**config.mk**
```make
export PLATFORM = sky130hd
export DESIGN_NAME = alu_mp_sequencer_flat
export DESIGN_NICKNAME = d
export VERILOG_FILES = /design/src/rtl/alu_mp_sequencer_pkg.sv /design/src/rtl/alu_mp_sequencer_if.sv /design/src/rtl/alu_mp_sequencer.sv /design/src/flat_wrapper.sv
export SDC_FILE = /design/constraint.sdc
export NUM_CORES = 1
export LEC_CHECK = 0
export BUFFER_PORTS_ARGS = -buffer_cell sky130_fd_sc_hd__clkbuf_2
export CAP_MARGIN = 0
export CORE_ASPECT_RATIO = 0.5
export CORE_MARGIN = 2
export CORE_UTILIZATION = 30
export DETAILED_ROUTE_END_ITERATION = 8
export GPL_TIMING_DRIVEN = 0
export PLACE_DENSITY_LB_ADDON = 0.05
export SLEW_MARGIN = 20
export SYNTH_ARGS = -nofsm -noshare
export SYNTH_HDL_FRONTEND = slang
export SYNTH_SLANG_ARGS = --single-unit
```
**constraint.sdc**
```tcl
create_clock -name clk -period 2 [get_ports clk]
set_clock_uncertainty 0.05 [all_clocks]
set_input_delay 0.1 -clock clk [delete_from_list [all_inputs] [get_ports clk]]
set_output_delay 0.1 -clock clk [all_outputs]
set_load 0.01 [all_outputs]
```
**src/rtl/alu_mp_sequencer_pkg.sv**
```systemverilog
// Shared definitions for the multi-precision ALU sequencer.
//   DATA_W      : ALU slice width (fixed at 16)
//   state_t     : sequencer FSM states
//   MODE_ARITH / MODE_LOGIC : encodings of the ALU mode bit
package alu_seq_pkg;

  localparam int unsigned DATA_W = 16;

  typedef enum logic [1:0] {
    IDLE = 2'd0,
    RUN  = 2'd1,
    DONE = 2'd2
  } state_t;

  localparam logic MODE_ARITH = 1'b0;
  localparam logic MODE_LOGIC = 1'b1;

endpackage

```
**src/rtl/alu_mp_sequencer_if.sv**
```systemverilog
// Request/response channels of the multi-precision ALU sequencer.
//   req_* : valid/ready operation request (operands, select, mode, carry-in)
//   rsp_* : valid/ready result (wide data, final carry, accumulated compare)
// master modport: the requester side; slave modport: the sequencer.
interface alu_mp_sequencer_if #(
  parameter int unsigned WORDS = 4
);
  import alu_seq_pkg::*;

  localparam int unsigned VEC_W = WORDS * DATA_W;

  logic             req_valid;
  logic             req_ready;
  logic [VEC_W-1:0] req_a;
  logic [VEC_W-1:0] req_b;
  logic [3:0]       req_select;
  logic             req_mode;
  logic             req_carry_in;

  logic             rsp_valid;
  logic             rsp_ready;
  logic [VEC_W-1:0] rsp_data;
  logic             rsp_carry;
  logic             rsp_compare;

  modport master (
    output req_valid, req_a, req_b, req_select, req_mode, req_carry_in,
    input  req_ready,
    input  rsp_valid, rsp_data, rsp_carry, rsp_compare,
    output rsp_ready
  );

  modport slave (
    input  req_valid, req_a, req_b, req_select, req_mode, req_carry_in,
    output req_ready,
    output rsp_valid, rsp_data, rsp_carry, rsp_compare,
    input  rsp_ready
  );

endinterface

```
**src/rtl/alu_mp_sequencer.sv**
```systemverilog
// Multi-precision operation sequencer. Accepts a WORDS x DATA_W operation,
// drives an external combinational ALU one slice per cycle (LSB first),
// chains carry between slices in arithmetic mode and returns the assembled
// result.
//   clk, rst_n      : clock, asynchronous active-low reset
//   bus (slave)     : request/response channels
//   alu_in_a/b      : slice operands to the ALU
//   alu_select/mode : operation controls to the ALU
//   alu_carry_in    : chained carry to the ALU (0 in logic mode)
//   alu_out, alu_carry_out, alu_compare : combinational ALU results
module alu_mp_sequencer #(
  parameter int unsigned WORDS  = 4,
  parameter int unsigned DATA_W = 16
) (
  input  logic              clk,
  input  logic              rst_n,
  alu_mp_sequencer_if.slave bus,
  output logic [DATA_W-1:0] alu_in_a,
  output logic [DATA_W-1:0] alu_in_b,
  output logic [3:0]        alu_select,
  output logic              alu_mode,
  output logic              alu_carry_in,
  input  logic [DATA_W-1:0] alu_out,
  input  logic              alu_carry_out,
  input  logic              alu_compare
);
  import alu_seq_pkg::*;

  localparam int unsigned VEC_W  = WORDS * DATA_W;
  localparam int unsigned IDX_W  = (WORDS > 1) ? $clog2(WORDS) : 1;
  localparam int unsigned BASE_W = $clog2(VEC_W);
  localparam logic [IDX_W-1:0] LAST_IDX = IDX_W'(WORDS - 1);

  state_t            state;
  state_t            state_nxt;
  logic [VEC_W-1:0]  op_a;
  logic [VEC_W-1:0]  op_b;
  logic [VEC_W-1:0]  result;
  logic [3:0]        sel_q;
  logic              mode_q;
  logic              carry_q;
  logic              cmp_q;
  logic [IDX_W-1:0]  idx;
  logic [BASE_W-1:0] base;
  logic              req_fire;
  logic              last_slice;

  assign req_fire   = (state == IDLE) && bus.req_valid;
  assign last_slice = (idx == LAST_IDX);
  // Bit offset of the active slice, sized to the operand vector.
  assign base       = BASE_W'(idx * DATA_W);

  always_ff @(posedge clk or negedge rst_n) begin
    if (!rst_n) state <= IDLE;
    else        state <= state_nxt;
  end

  always_comb begin
    state_nxt = state;
    unique case (state)
      IDLE:    if (bus.req_valid)  state_nxt = RUN;
      RUN:     if (last_slice)     state_nxt = DONE;
      DONE:    if (bus.rsp_ready)  state_nxt = IDLE;
      default:                     state_nxt = IDLE;
    endcase
  end

  // Response and ready are pure state decodes of registered values.
  always_comb begin
    bus.req_ready   = (state == IDLE);
    bus.rsp_valid   = (state == DONE);
    bus.rsp_data    = result;
    bus.rsp_carry   = carry_q;
    bus.rsp_compare = cmp_q;
  end

  // ALU drive: zero outside RUN, otherwise the latched controls and the
  // operand slice at idx.
  always_comb begin
    alu_in_a     = '0;
    alu_in_b     = '0;
    alu_select   = '0;
    alu_mode     = 1'b0;
    alu_carry_in = 1'b0;
    if (state == RUN) begin
      alu_in_a     = op_a[base +: DATA_W];
      alu_in_b     = op_b[base +: DATA_W];
      alu_select   = sel_q;
      alu_mode     = mode_q;
      alu_carry_in = carry_q;
    end
  end

  always_ff @(posedge clk or negedge rst_n) begin
    if (!rst_n) begin
      op_a    <= '0;
      op_b    <= '0;
      result  <= '0;
      sel_q   <= '0;
      mode_q  <= MODE_ARITH;
      carry_q <= 1'b0;
      cmp_q   <= 1'b0;
      idx     <= '0;
    end else if (req_fire) begin
      op_a    <= bus.req_a;
      op_b    <= bus.req_b;
      sel_q   <= bus.req_select;
      mode_q  <= bus.req_mode;
      carry_q <= bus.req_carry_in & (bus.req_mode == MODE_ARITH);
      cmp_q   <= 1'b1;
      idx     <= '0;
    end else if (state == RUN) begin
      result[base +: DATA_W] <= alu_out;
      carry_q <= (mode_q == MODE_ARITH) ? alu_carry_out : 1'b0;
      cmp_q   <= cmp_q & alu_compare;
      if (!last_slice) idx <= idx + 1'b1;
    end
  end

endmodule
```
**src/flat_wrapper.sv**
```systemverilog
// flat-port wrapper written by rule: the top's interface ports become plain ports
module alu_mp_sequencer_flat import alu_seq_pkg::*;
#(
  parameter int unsigned WORDS  = 4,
  parameter int unsigned DATA_W = 16
)
  (clk, rst_n, alu_in_a, alu_in_b, alu_select, alu_mode, alu_carry_in, alu_out, alu_carry_out, alu_compare, bus_req_valid, bus_req_a, bus_req_b, bus_req_select, bus_req_mode, bus_req_carry_in, bus_req_ready, bus_rsp_valid, bus_rsp_data, bus_rsp_carry, bus_rsp_compare, bus_rsp_ready);
  alu_mp_sequencer_if #(.WORDS(WORDS)) bus_i ();
  input  logic clk;
  input  logic rst_n;
  output logic [DATA_W-1:0] alu_in_a;
  output logic [DATA_W-1:0] alu_in_b;
  output logic [3:0] alu_select;
  output logic alu_mode;
  output logic alu_carry_in;
  input  logic [DATA_W-1:0] alu_out;
  input  logic alu_carry_out;
  input  logic alu_compare;
  input wire logic [$bits(bus_i.req_valid)-1:0] bus_req_valid;
  input wire logic [$bits(bus_i.req_a)-1:0] bus_req_a;
  input wire logic [$bits(bus_i.req_b)-1:0] bus_req_b;
  input wire logic [$bits(bus_i.req_select)-1:0] bus_req_select;
  input wire logic [$bits(bus_i.req_mode)-1:0] bus_req_mode;
  input wire logic [$bits(bus_i.req_carry_in)-1:0] bus_req_carry_in;
  output wire logic [$bits(bus_i.req_ready)-1:0] bus_req_ready;
  output wire logic [$bits(bus_i.rsp_valid)-1:0] bus_rsp_valid;
  output wire logic [$bits(bus_i.rsp_data)-1:0] bus_rsp_data;
  output wire logic [$bits(bus_i.rsp_carry)-1:0] bus_rsp_carry;
  output wire logic [$bits(bus_i.rsp_compare)-1:0] bus_rsp_compare;
  input wire logic [$bits(bus_i.rsp_ready)-1:0] bus_rsp_ready;
  assign bus_i.req_valid = bus_req_valid;
  assign bus_i.req_a = bus_req_a;
  assign bus_i.req_b = bus_req_b;
  assign bus_i.req_select = bus_req_select;
  assign bus_i.req_mode = bus_req_mode;
  assign bus_i.req_carry_in = bus_req_carry_in;
  assign bus_req_ready = bus_i.req_ready;
  assign bus_rsp_valid = bus_i.rsp_valid;
  assign bus_rsp_data = bus_i.rsp_data;
  assign bus_rsp_carry = bus_i.rsp_carry;
  assign bus_rsp_compare = bus_i.rsp_compare;
  assign bus_i.rsp_ready = bus_rsp_ready;
  alu_mp_sequencer #(.WORDS(WORDS), .DATA_W(DATA_W)) u_core (.clk(clk), .rst_n(rst_n), .bus(bus_i), .alu_in_a(alu_in_a), .alu_in_b(alu_in_b), .alu_select(alu_select), .alu_mode(alu_mode), .alu_carry_in(alu_carry_in), .alu_out(alu_out), .alu_carry_out(alu_carry_out), .alu_compare(alu_compare));
endmodule
```
==> metrics.txt <==
Placed Cells 1234; # DRC 0; Max clock buf depth 3; Iteration-0 DRC Markers 223; Final Non-Filler Cells 1444; number of synthesized flops with an enable pin 0; DRT Pass-1 Iters 4; slew of the pin with the lowest slew margin 445 ps; CP max stage delay 480 ps; PortBufs 261; full die area 30900 um2; top_reg_cell synth dfrtp_1; initial core utilization 30.5%; Static Leak 6.21 nW; post-synthesis mux area share 25.3%; die width 247 um; CTS clock-pin slew for the worst setup and hold paths 60 ps; status finished with violations; WL/cell 18.5 um; post-synth cell types 32; Syn Inst Count 579; Synth Area in XOR/XNOR 0.0993%; failing checks setup timing; Critical Path, Cell by Cell buf_12, clkbuf_16, mux4_2, and2_1, buf_2; TritonCTS clock tree done; Worst slew margin 70.4%; Avg Cell Area, Syn 15.2 um2; routability cong. 0.730; syn nets 740; worst slack, placed -366 ps; HPWL Detailed 18.6 mm; register bit count reported by yosys 203; final setup margin -183 ps; Final Cycle Share 109%; Worst Hold Class input port to async pin; RSZ-0062 raised after global routing yes; CP max FO 9; Nets 1204; boundary pin count 262; CTS H-tree lvls 1; Clock Latency Late Sink 510 ps; main combinational cell family by area after synthesis multiplexers; antenna-violating nets left 0; P&R area growth vs syn 51.0%; placed cell area 10700 um2; WS Path Type flop to output pin; drt total wl 26.8 mm; crit path max-delay cell type mux4_2; peak supply drop 605 uV; critical path arrival 2030 ps; complex-gate fraction of the synthesized area 6.10%; CTS buffer count 21; core area 29000 um2; fin area 13300 um2; YS warnings 0; Worst Path Required 1850 ps; DIE HEIGHT 125 um; Hold Vio Cnt, Final 0; Max Cap Violations 0; area of the mapped netlist 8820 um2; Fin Setup TNS -7260 ps; gr usage total 17.4%; Startpoint Class flop; Root Buffer clkbuf_16; sequential area share after synthesis 57.6%; fin. max-slew vios 0; antenna violations before repair 1; first-pass GRT wire length 41.5 mm; Setup Viol. Count Final 46; vias in the first global route 7137; Bufs and invs on worst path 3; Simple-Gate Fraction of Synth Area 6.67%; vias after detailed routing 6589; cell family contributing the most delay on the critical path buffers and inverters; Sink Count 203; Power Total 20.2 mW; Post-synth ARST share 100%; Crit. End Element output pin; GRT overflow 0; Power Dens Cells 1510 nW/um2; fmax 458 MHz; share of layout cells above drive strength 1 49.3%; largest net degree at the start of global routing 63; most common cell after layout, fill and taps aside clkbuf_2; Final min period 2180 ps; drt via density 4.56; adder-cell share of the synthesized area 0.709%; most frequent cells in the layout clkbuf_2 (263), dfrtp_1 (202), dlygate4sd3_1 (156), mux2_2 (96), a22o_1 (50); Row Count 44
## where the power goes
| part | switching, mW | internal, mW |
|---|---|---|
| registers | 1.02 | 6.09 |
| clock network | 1.62 | 2.09 |
| logic | 4.08 | 5.24 |
## state kept, by name, indices dropped and copies added, names as in the netlist
register,cells
u_core.idx,2
u_core.bus.rsp_data,64
u_core.op_a,64
u_core.sel_q,4
u_core.op_b,64
u_core.bus.rsp_compare,1
u_core.mode_q,1
u_core.bus.rsp_carry,1
u_core.state,2
## final timing paths
check	slack, ps	start	endpoint	cells after the start
worst max register to register	-180	u_core.idx[0]	u_core.bus.rsp_data[55]	9
min in group clk	280	bus_rsp_ready	u_core.state[1]	3
worst min-delay path	50	rst_n	u_core.bus.rsp_data[61]	2
worst max-delay path	-180	u_core.idx[0]	alu_in_a[11]	5
worst min register to register	430	u_core.bus.rsp_data[17]	u_core.bus.rsp_data[17]	2
max in group asynchronous	930	rst_n	u_core.op_b[23]	4
## synthesized netlist by cell type, types with 2 or more instances
| cell type | count | area, um2 |
|---|---|---|
| nand3b_4 | 2 | 40.0 |
| dfrtp_1 | 203 | 5080 |
| nor2_1 | 3 | 11.3 |
| nand3b_1 | 3 | 22.5 |
| nand2b_1 | 2 | 12.5 |
| a22o_1 | 50 | 438 |
| mux2_1 | 37 | 417 |
| nor4_4 | 3 | 63.8 |
| and2_1 | 38 | 238 |
| o21ai_0 | 18 | 90.1 |
| inv_1 | 3 | 11.3 |
| buf_6 | 13 | 146 |
| ha_1 | 5 | 62.6 |
| buf_4 | 12 | 90.1 |
| nor3_1 | 2 | 10.0 |
| mux4_1 | 3 | 78.8 |
| mux2_2 | 96 | 1080 |
| mux4_2 | 29 | 653 |
| buf_2 | 2 | 10.0 |
| clkbuf_1 | 11 | 41.3 |
| nand2_1 | 33 | 124 |
## repair_timing
action | 4_1_cts | 5_1_grt
setup endpoints to repair | 102 | 78
gates resized for setup | 52 | 31
cloned | 1 | 4
pin swaps | 3 | 1
buffers inserted | 12 | 4
endpoints found under the hold margin | 357 | 0
hold buffers | 156 | 0
## routing by layer
metal	share of wire [%]	global-route usage (%)	routed length (um)	vias up
li1	-	-	-	3042
met5	0	0	0	-
met3	4.3	3.65	1150	28
met4	1.4	2.87	367	0
met1	44	22.8	11900	3383
met2	50	30.1	13400	136
## metrics by stage
stage | hold slack, ps | utilization (%)
6_report | 48.0 | 46.0
4_1_cts | 43.2 | 45.5
3_5_place_dp | 32.5 | 37.0
3_3_place_gp | 254 | 36.7
2_1_floorplan | -246 | -
5_1_grt | 65.9 | 46.0
## cell families (layout without fill, tap and decap cells)
family	after synthesis	in the layout
adders and majority gates	5	5
DFF	203	203
xor gates and xnor gates	1	1
buffers and inverters	42	515
muxes	165	165
and+or+nand+nor	93	93
AOI/OAI and AO/OA	70	70
other	0	1
## cell type report
cell class,count,area (um2)
buffer,39,415
fill,2708,15600
inverter,3,16.3
timing repair buffer,441,3170
antenna,1,2.50
sequential,203,5080
tap,391,489
clock buffer,28,602
clock inverter,4,23.8
multi-input combinational,334,3510
Note: power is estimated with default switching activity, not from simulation.
